### src/rtl/seqdet_pkg.sv
// Shared types and constants for the parametrised serial pattern detector.
// The optional per-bit compare mask is enabled with the SEQDET_MASK_EN macro.
package seqdet_pkg;

    typedef enum logic {
        FILL  = 1'b0,
        ARMED = 1'b1
    } fill_state_t;

    localparam int DEF_W = 3;
    localparam logic [DEF_W-1:0] DEF_PAT = 3'b110;
    localparam int DEF_CNT_W = 8;

    // Fill counter must be able to hold the value W itself.
    function automatic int fill_w(input int w);
        return $clog2(w + 1);
    endfunction

endpackage

### src/rtl/seqdet_shreg.sv
// W-bit serial history register: shifts in at bit 0 when enabled.
// Synchronous clear takes priority over the shift.
module seqdet_shreg #(
    parameter int W = 3
) (
    input  logic         clk,
    input  logic         rst,
    input  logic         en,
    input  logic         clr,
    input  logic         din,
    output logic [W-1:0] q
);

    logic [W-1:0] shift_reg;

    always_ff @(posedge clk) begin
        if (rst || clr) begin
            shift_reg <= '0;
        end else if (en) begin
            shift_reg <= {shift_reg[W-2:0], din};
        end
    end

    assign q = shift_reg;

endmodule

### src/rtl/seq_detector_param.sv
// Serial pattern detector with runtime pattern, overlap control and saturating
// match counter. Define SEQDET_MASK_EN to add a per-bit don't-care mask (cfg_mask).
module seq_detector_param
    import seqdet_pkg::*;
#(
    parameter int             W           = DEF_W,
    parameter logic [W-1:0]   DEF_PATTERN = DEF_PAT,
    parameter int             CNT_W       = DEF_CNT_W
) (
    input  logic             clk,
    input  logic             rst,
    input  logic             str_in,
    input  logic             in_valid,
    input  logic             cfg_load,
    input  logic [W-1:0]     cfg_pattern,
`ifdef SEQDET_MASK_EN
    input  logic [W-1:0]     cfg_mask,
`endif
    input  logic             cfg_overlap,
    input  logic             cnt_clr,
    output logic [W-1:0]     str_out,
    output logic             match,
    output logic [CNT_W-1:0] match_cnt,
    output logic             armed
);

    localparam int FW = fill_w(W);
    localparam logic [FW-1:0] FULL = FW'(W);

    logic [W-1:0]     hist;
    logic [W-1:0]     hist_next;
    logic [W-1:0]     pattern_reg;
    logic [W-1:0]     mask;
    logic [W-1:0]     miss;
    logic [FW-1:0]    fill_reg, fill_next, fill_inc;
    fill_state_t      state_reg, state_next;
    logic             match_reg, match_next;
    logic [CNT_W-1:0] cnt_reg, cnt_next;
    logic             accept;
    logic             hit;

    // A configuration load wins over data: the bit offered that cycle is dropped.
    assign accept    = in_valid && !cfg_load;
    assign hist_next = {hist[W-2:0], str_in};

    seqdet_shreg #(.W(W)) u_shreg (
        .clk (clk),
        .rst (rst),
        .en  (accept),
        .clr (cfg_load),
        .din (str_in),
        .q   (hist)
    );

`ifdef SEQDET_MASK_EN
    logic [W-1:0] mask_reg;

    always_ff @(posedge clk) begin
        if (rst) begin
            mask_reg <= '1;
        end else if (cfg_load) begin
            mask_reg <= cfg_mask;
        end
    end

    assign mask = mask_reg;
`else
    assign mask = '1;
`endif

    genvar gi;
    generate
        for (gi = 0; gi < W; gi++) begin : g_cmp
            assign miss[gi] = mask[gi] & (hist_next[gi] ^ pattern_reg[gi]);
        end
    endgenerate

    always_comb begin
        fill_inc   = (fill_reg == FULL) ? FULL : fill_reg + 1'b1;
        hit        = accept && (fill_inc == FULL) && (miss == '0);
        fill_next  = fill_reg;
        match_next = 1'b0;
        cnt_next   = cnt_reg;

        if (cfg_load) begin
            fill_next = '0;
        end else if (accept) begin
            match_next = hit;
            // Non-overlap mode demands W fresh bits after every match.
            fill_next  = (hit && !cfg_overlap) ? '0 : fill_inc;
        end

        state_next = (fill_next == FULL) ? ARMED : FILL;

        if (cnt_clr) begin
            cnt_next = '0;
        end else if (hit && (cnt_reg != {CNT_W{1'b1}})) begin
            cnt_next = cnt_reg + 1'b1;
        end
    end

    always_ff @(posedge clk) begin
        if (rst) begin
            state_reg   <= FILL;
            fill_reg    <= '0;
            match_reg   <= 1'b0;
            cnt_reg     <= '0;
            pattern_reg <= DEF_PATTERN;
        end else begin
            state_reg <= state_next;
            fill_reg  <= fill_next;
            match_reg <= match_next;
            cnt_reg   <= cnt_next;
            if (cfg_load) begin
                pattern_reg <= cfg_pattern;
            end
        end
    end

    assign str_out   = hist;
    assign match     = match_reg;
    assign match_cnt = cnt_reg;
    assign armed     = (state_reg == ARMED);

endmodule

### config.mk
export PLATFORM = sky130hd
export DESIGN_NAME = seq_detector_param
export DESIGN_NICKNAME = d
export VERILOG_FILES = /design/src/rtl/seqdet_pkg.sv /design/src/rtl/seqdet_shreg.sv /design/src/rtl/seq_detector_param.sv
export SDC_FILE = /design/constraint.sdc
export NUM_CORES = 1
export LEC_CHECK = 0
export CORE_ASPECT_RATIO = 0.9
export CORE_MARGIN = 3
export CORE_UTILIZATION = 41
export DETAILED_ROUTE_END_ITERATION = 10
export PLACE_DENSITY = 0.77
export SYNTH_ARGS = -nofsm -noshare
export SYNTH_HDL_FRONTEND = slang
export SYNTH_SLANG_ARGS = --single-unit
### constraint.sdc
create_clock -name clk -period 1.53 [get_ports clk]
set_input_delay 0.459 -clock clk [delete_from_list [all_inputs] [get_ports clk]]
set_output_delay 0.459 -clock clk [all_outputs]
set_load 0.005 [all_outputs]
======== Word-level counts from Yosys, hierarchy flattened ========
Cells that the tools add are included.
storage, ports and cells
  word-level logic and storage cells ...... 32
  input port bits ......................... 10
  output and inout bits ................... 13
  bits in registers ....................... 18
operators by class
  equality and inequality tests ........... 4
  multiplexer cells ....................... 5
  bitwise logic cells ..................... 4
  reduce and logical (&&, ||, !) cells .... 11
  $add $sub $neg .......................... 2
operators with widths
  operator               number
  $add A8 B1 Y8 const B  1
  $mux W2                4
  $ne A8 B8 Y1 const B   1
  $eq A2 B2 Y1 const B   3
  $logic_and A1 B1 Y1    5
  $logic_not A3 Y1       1
  $reduce_or A3 Y1       1
  $xor A1 B1 Y1          3
  $add A2 B1 Y2 const B  1
  $logic_not A1 Y1       2
  $reduce_or A2 Y1       1
  $logic_or A1 B1 Y1     1
  $mux W1                1
  $not A1 Y1             1

======== Logic depth before layout (Yosys ltp) ========
  depth in word-level cells ............... 11
  gate-level depth with buffers ........... 6
  mapped depth without buffers ............ 5

======== By module ========
A second synthesis with hierarchy kept.
unflattened totals
  cells, all modules ...................... 86
  area total of the unflattened synthesis .. 829.5 um^2
modules (own cells, without submodules)
  module              times used  area each (um^2)  sequential area each (um^2)  cells an instance
  seq_detector_param  1           724.4             300.3                        77
  seqdet_shreg        1           105.1             60.1                         9

======== Least setup slack after synthesis ========
Ideal clock, no wire load.
  path type ............................... input to register
  start ................................... input port in_valid
  end ..................................... register cnt_reg[7] (netlist: match_cnt[7])
  slack ................................... 0.003 ns
  stages .................................. 5
  data required time ...................... 1.415 ns
  path buffers ............................ 1
  data arrival time ....................... 1.413 ns
  setup time .............................. 0.115 ns
  cell sequence ........................... buf_4 and3b_1 nand4_4 o31a_1 o21a_1
between the ends
  word-level cells in the longest chain between the ends .. 4
RTL lines
  what                               line                       RTL
  from (decl)                        seq_detector_param.sv:13   input logic in_valid,
  $logic_and A1 B1 Y1                seq_detector_param.sv:43   assign accept = in_valid && !cfg_load;
  $logic_and A1 B1 Y1 (2 in series)  seq_detector_param.sv:80   hit = accept && (fill_inc == FULL) && (miss == '0);
  $logic_and A1 B1 Y1                seq_detector_param.sv:97   end else if (hit && (cnt_reg != {CNT_W{1'b1}})) begin
  to (signal assigned)               seq_detector_param.sv:113  cnt_reg <= cnt_next;
  to (decl)                          seq_detector_param.sv:38   logic [CNT_W-1:0] cnt_reg, cnt_next;
Every way passes these cells.
A chain may end at the register's enable or synchronous reset.

======== Worst setup path in the final report ========
  start ................................... input port str_in
  end ..................................... register cnt_reg[0] (netlist: match_cnt[0])
between the ends
  word-level cells in the longest chain between the ends .. 4
RTL lines
  what                 line                      RTL
  from (decl)          seq_detector_param.sv:12  input logic str_in,
  $xor A1 B1 Y1        seq_detector_param.sv:74  assign miss[gi] = mask[gi] & (hist_next[gi] ^ pattern_reg[gi]);
  $logic_not A3 Y1     seq_detector_param.sv:80
  $logic_and A1 B1 Y1  seq_detector_param.sv:80
  $logic_and A1 B1 Y1  seq_detector_param.sv:97
Every way passes these cells.

==> flow_summary.json <==
{
  "outcome": "finished, final reports clean",
  "total_grt_overflow": 0,
  "worst_slew_pin_slew_ps": 310,
  "syn-num-nets": 95,
  "report.final.setup_viol": 0,
  "initial_utilization": 0.466,
  "yosys_most_used_dff": "sky130_fd_sc_hd__dfxtp_1",
  "slew_headroom": 0.792,
  "cts_buffers": 3,
  "power.density_mw_per_mm2": 613,
  "leading_cell_types_in_the_layout_fill_and_taps_excluded": "sky130_fd_sc_hd__dlygate4sd2_1, sky130_fd_sc_hd__buf_4, sky130_fd_sc_hd__dfxtp_2",
  "num-nets-final": 136,
  "die_w_microns": 53.5,
  "grt_pass1_wl_microns": 3530,
  "cp_max_fo": 6,
  "cp.buffers_inverters": 1,
  "violation_count_after_the_first_detailed_routing_iteration": 18,
  "global_route.usage.total": 0.184,
  "grt_setup_unrepaired": "false",
  "slowest_stage": "sky130_fd_sc_hd__or3_4",
  "drtAntennaViolNets": 0,
  "cts_max_level": 1,
  "holdCritPathClass": "register to register",
  "insertion_delay_ps": 290,
  "path_cells": "clkdlybuf4s15_1 -> xnor2_2 -> nand4_4 -> or3_4 -> a21oi_2",
  "critPathLaunchType": "input pin",
  "crit_path_end_kind": "register",
  "netlist.top_cell.by_area": "sky130_fd_sc_hd__dfxtp_1",
  "std_cell_rows": 14,
  "via_count": 794,
  "cts_tree": "built",
  "hpwl_microns": 1410,
  "clock_tree.root_cell": "sky130_fd_sc_hd__clkbuf_4",
  "fp.dieArea_sq_mm": 0.00261,
  "layout-drive-gt1-share": 0.390,
  "timing.final.max_slew_violations": 0,
  "synth_cells": 84,
  "area_growth_pct": 58.9,
  "synth.top_cell.area_share": 0.432,
  "hold_violations": 0,
  "worst_skew_ps": 7.82,
  "antenna_found_initial": 0,
  "portBuffers": 22,
  "drt_pass1_iterations": 4,
  "drt_via_density": 5.40,
  "post-route-min-period_ps": 1460,
  "final.period_utilization": 0.955,
  "kind_of_critical_path": "input pin to register",
  "asyncSetResetFlopFracSynth": 0,
  "clk_path_buf_depth": 2,
  "route.final.wire_length_microns": 2070,
  "static_leak_nw": 0.554,
  "clock_sink_count": 18,
  "synth.area.top_cells": "sky130_fd_sc_hd__dfxtp_1, sky130_fd_sc_hd__mux2i_1, sky130_fd_sc_hd__o41ai_2, sky130_fd_sc_hd__nor2_1, sky130_fd_sc_hd__o311ai_1",
  "area_of_the_mapped_netlist_sq_um": 833,
  "synth_seq_area_share": 0.432,
  "timing.critical_path.slowest_cell_delay_ps": 420,
  "synth_edf_count": 0,
  "largest_register_ff_count": 8,
  "num_antenna_cells": 0,
  "final_core_utilization": 0.741,
  "worst-endpoint-arrival_ps": 1690,
  "core_area_sq_mm": 0.00179,
  "critPathTopFamily": "simple AND/OR/NAND/NOR gates",
  "wire_per_inst_microns": 14.1,
  "number_of_global_route_vias_before_repair": 774,
  "cap_violations": 0,
  "mean_instance_size_in_the_synthesized_netlist_sq_um": 9.92,
  "ir_worst_vdd_v": 0.000520,
  "remaining_design_rule_violation_count": 0,
  "fmax_mhz": 685,
  "ios": 23,
  "maximum_number_of_pins_on_one_net_before_global_route_repair": 10,
  "cts_clk_pin_slew_worst_paths_ps": 90,
  "synth_cell_type_count": 36,
  "floorplan.die.height_microns": 48.8,
  "worst_hold_slack_ps": 485,
  "worst_ep_required_time_ps": 1750,
  "synth.yosys.warnings": 0,
  "ys_ff_latch": 18,
  "gp_congestion": 0.872
}
per-layer routing:
metal	up-vias	track usage	share of wire
met4	0	0.0596	0.012
li1	396	-	-
met2	20	0.290	0.49
met3	5	0.0673	0.049
met5	-	0	0
met1	373	0.227	0.45
path summary, 6_finish.rpt:
check                       from           end  slack [ps]  cells after the start
hold reg to reg     match_cnt[4]  match_cnt[4]         480                      1
hold / removal      match_cnt[4]  match_cnt[4]         480                      1
setup / recovery          str_in  match_cnt[0]          70                      5
setup reg to reg  pattern_reg[0]  match_cnt[0]          90                      4
synthesized netlist by cell type (2+ instances only):
master / n
sky130_fd_sc_hd__a211o_1: 2
sky130_fd_sc_hd__a21oi_1: 2
sky130_fd_sc_hd__dfxtp_1: 18
sky130_fd_sc_hd__inv_1: 2
sky130_fd_sc_hd__mux2i_1: 4
sky130_fd_sc_hd__nand2_1: 5
sky130_fd_sc_hd__nand3_1: 3
sky130_fd_sc_hd__nor2_1: 7
sky130_fd_sc_hd__nor2b_1: 3
sky130_fd_sc_hd__nor3_1: 4
sky130_fd_sc_hd__o21a_1: 2
sky130_fd_sc_hd__o21bai_1: 2
sky130_fd_sc_hd__o311ai_1: 3
sky130_fd_sc_hd__o31a_1: 2
sky130_fd_sc_hd__o41ai_2: 2
sky130_fd_sc_hd__or3_1: 2
sky130_fd_sc_hd__xnor2_1: 2
final cells by class:
| type | instances | area [sq um] |
|---|---|---|
| fill | 138 | 463 |
| multi-input combinational | 62 | 562 |
| inverter | 2 | 7.51 |
| timing repair buffer | 38 | 325 |
| clock buffer | 3 | 22.5 |
| sequential | 18 | 377 |
| tap | 24 | 30.0 |
power breakdown:
part           leakage [nW]  switching, W  internal [W]
Sequential            0.152    0.00000988      0.000475
Combinational         0.388     0.0000437     0.0000572
Clock                0.0138      0.000134     0.0000916
cell families after synthesis:
kind of cell | count (synthesis) | share of synthesized area
simple gates | 32 | 0.216
compound gates | 21 | 0.212
flops | 18 | 0.432
buf+inv | 5 | 0.0360
mux | 4 | 0.0480
xor+xnor | 3 | 0.0405
fa+ha+maj | 1 | 0.0150
stage by stage:
step / setup TNS (ps) / worst slack (ps) / power [W] / instance area, sq um / instances
2_1_floorplan: 0 / 2.84 / 0.000533 / 833 / 84
3_3_place_gp: -4330 / -410 / 0.000576 / 1150 / 139
3_5_place_dp: -4630 / -431 / 0.000579 / 1150 / 139
4_1_cts: 0 / 4.82 / 0.000813 / 1280 / 149
5_1_grt: 0 / 8.63 / 0.000850 / 1320 / 147
6_report: 0 / 69.2 / 0.000811 / 1320 / 147
timing repair:
item / CTS / global route
resized for setup: 35 / 12
endpoints found under the setup margin: 24 / 8
endpoints found under the hold margin: 0 / 0
pin swaps: 5 / 9
hold buffers: 0 / 0
cloned: 1 / 0
buffers inserted: 6 / 0
No activity file was read; power rests on OpenSTA's default activity.
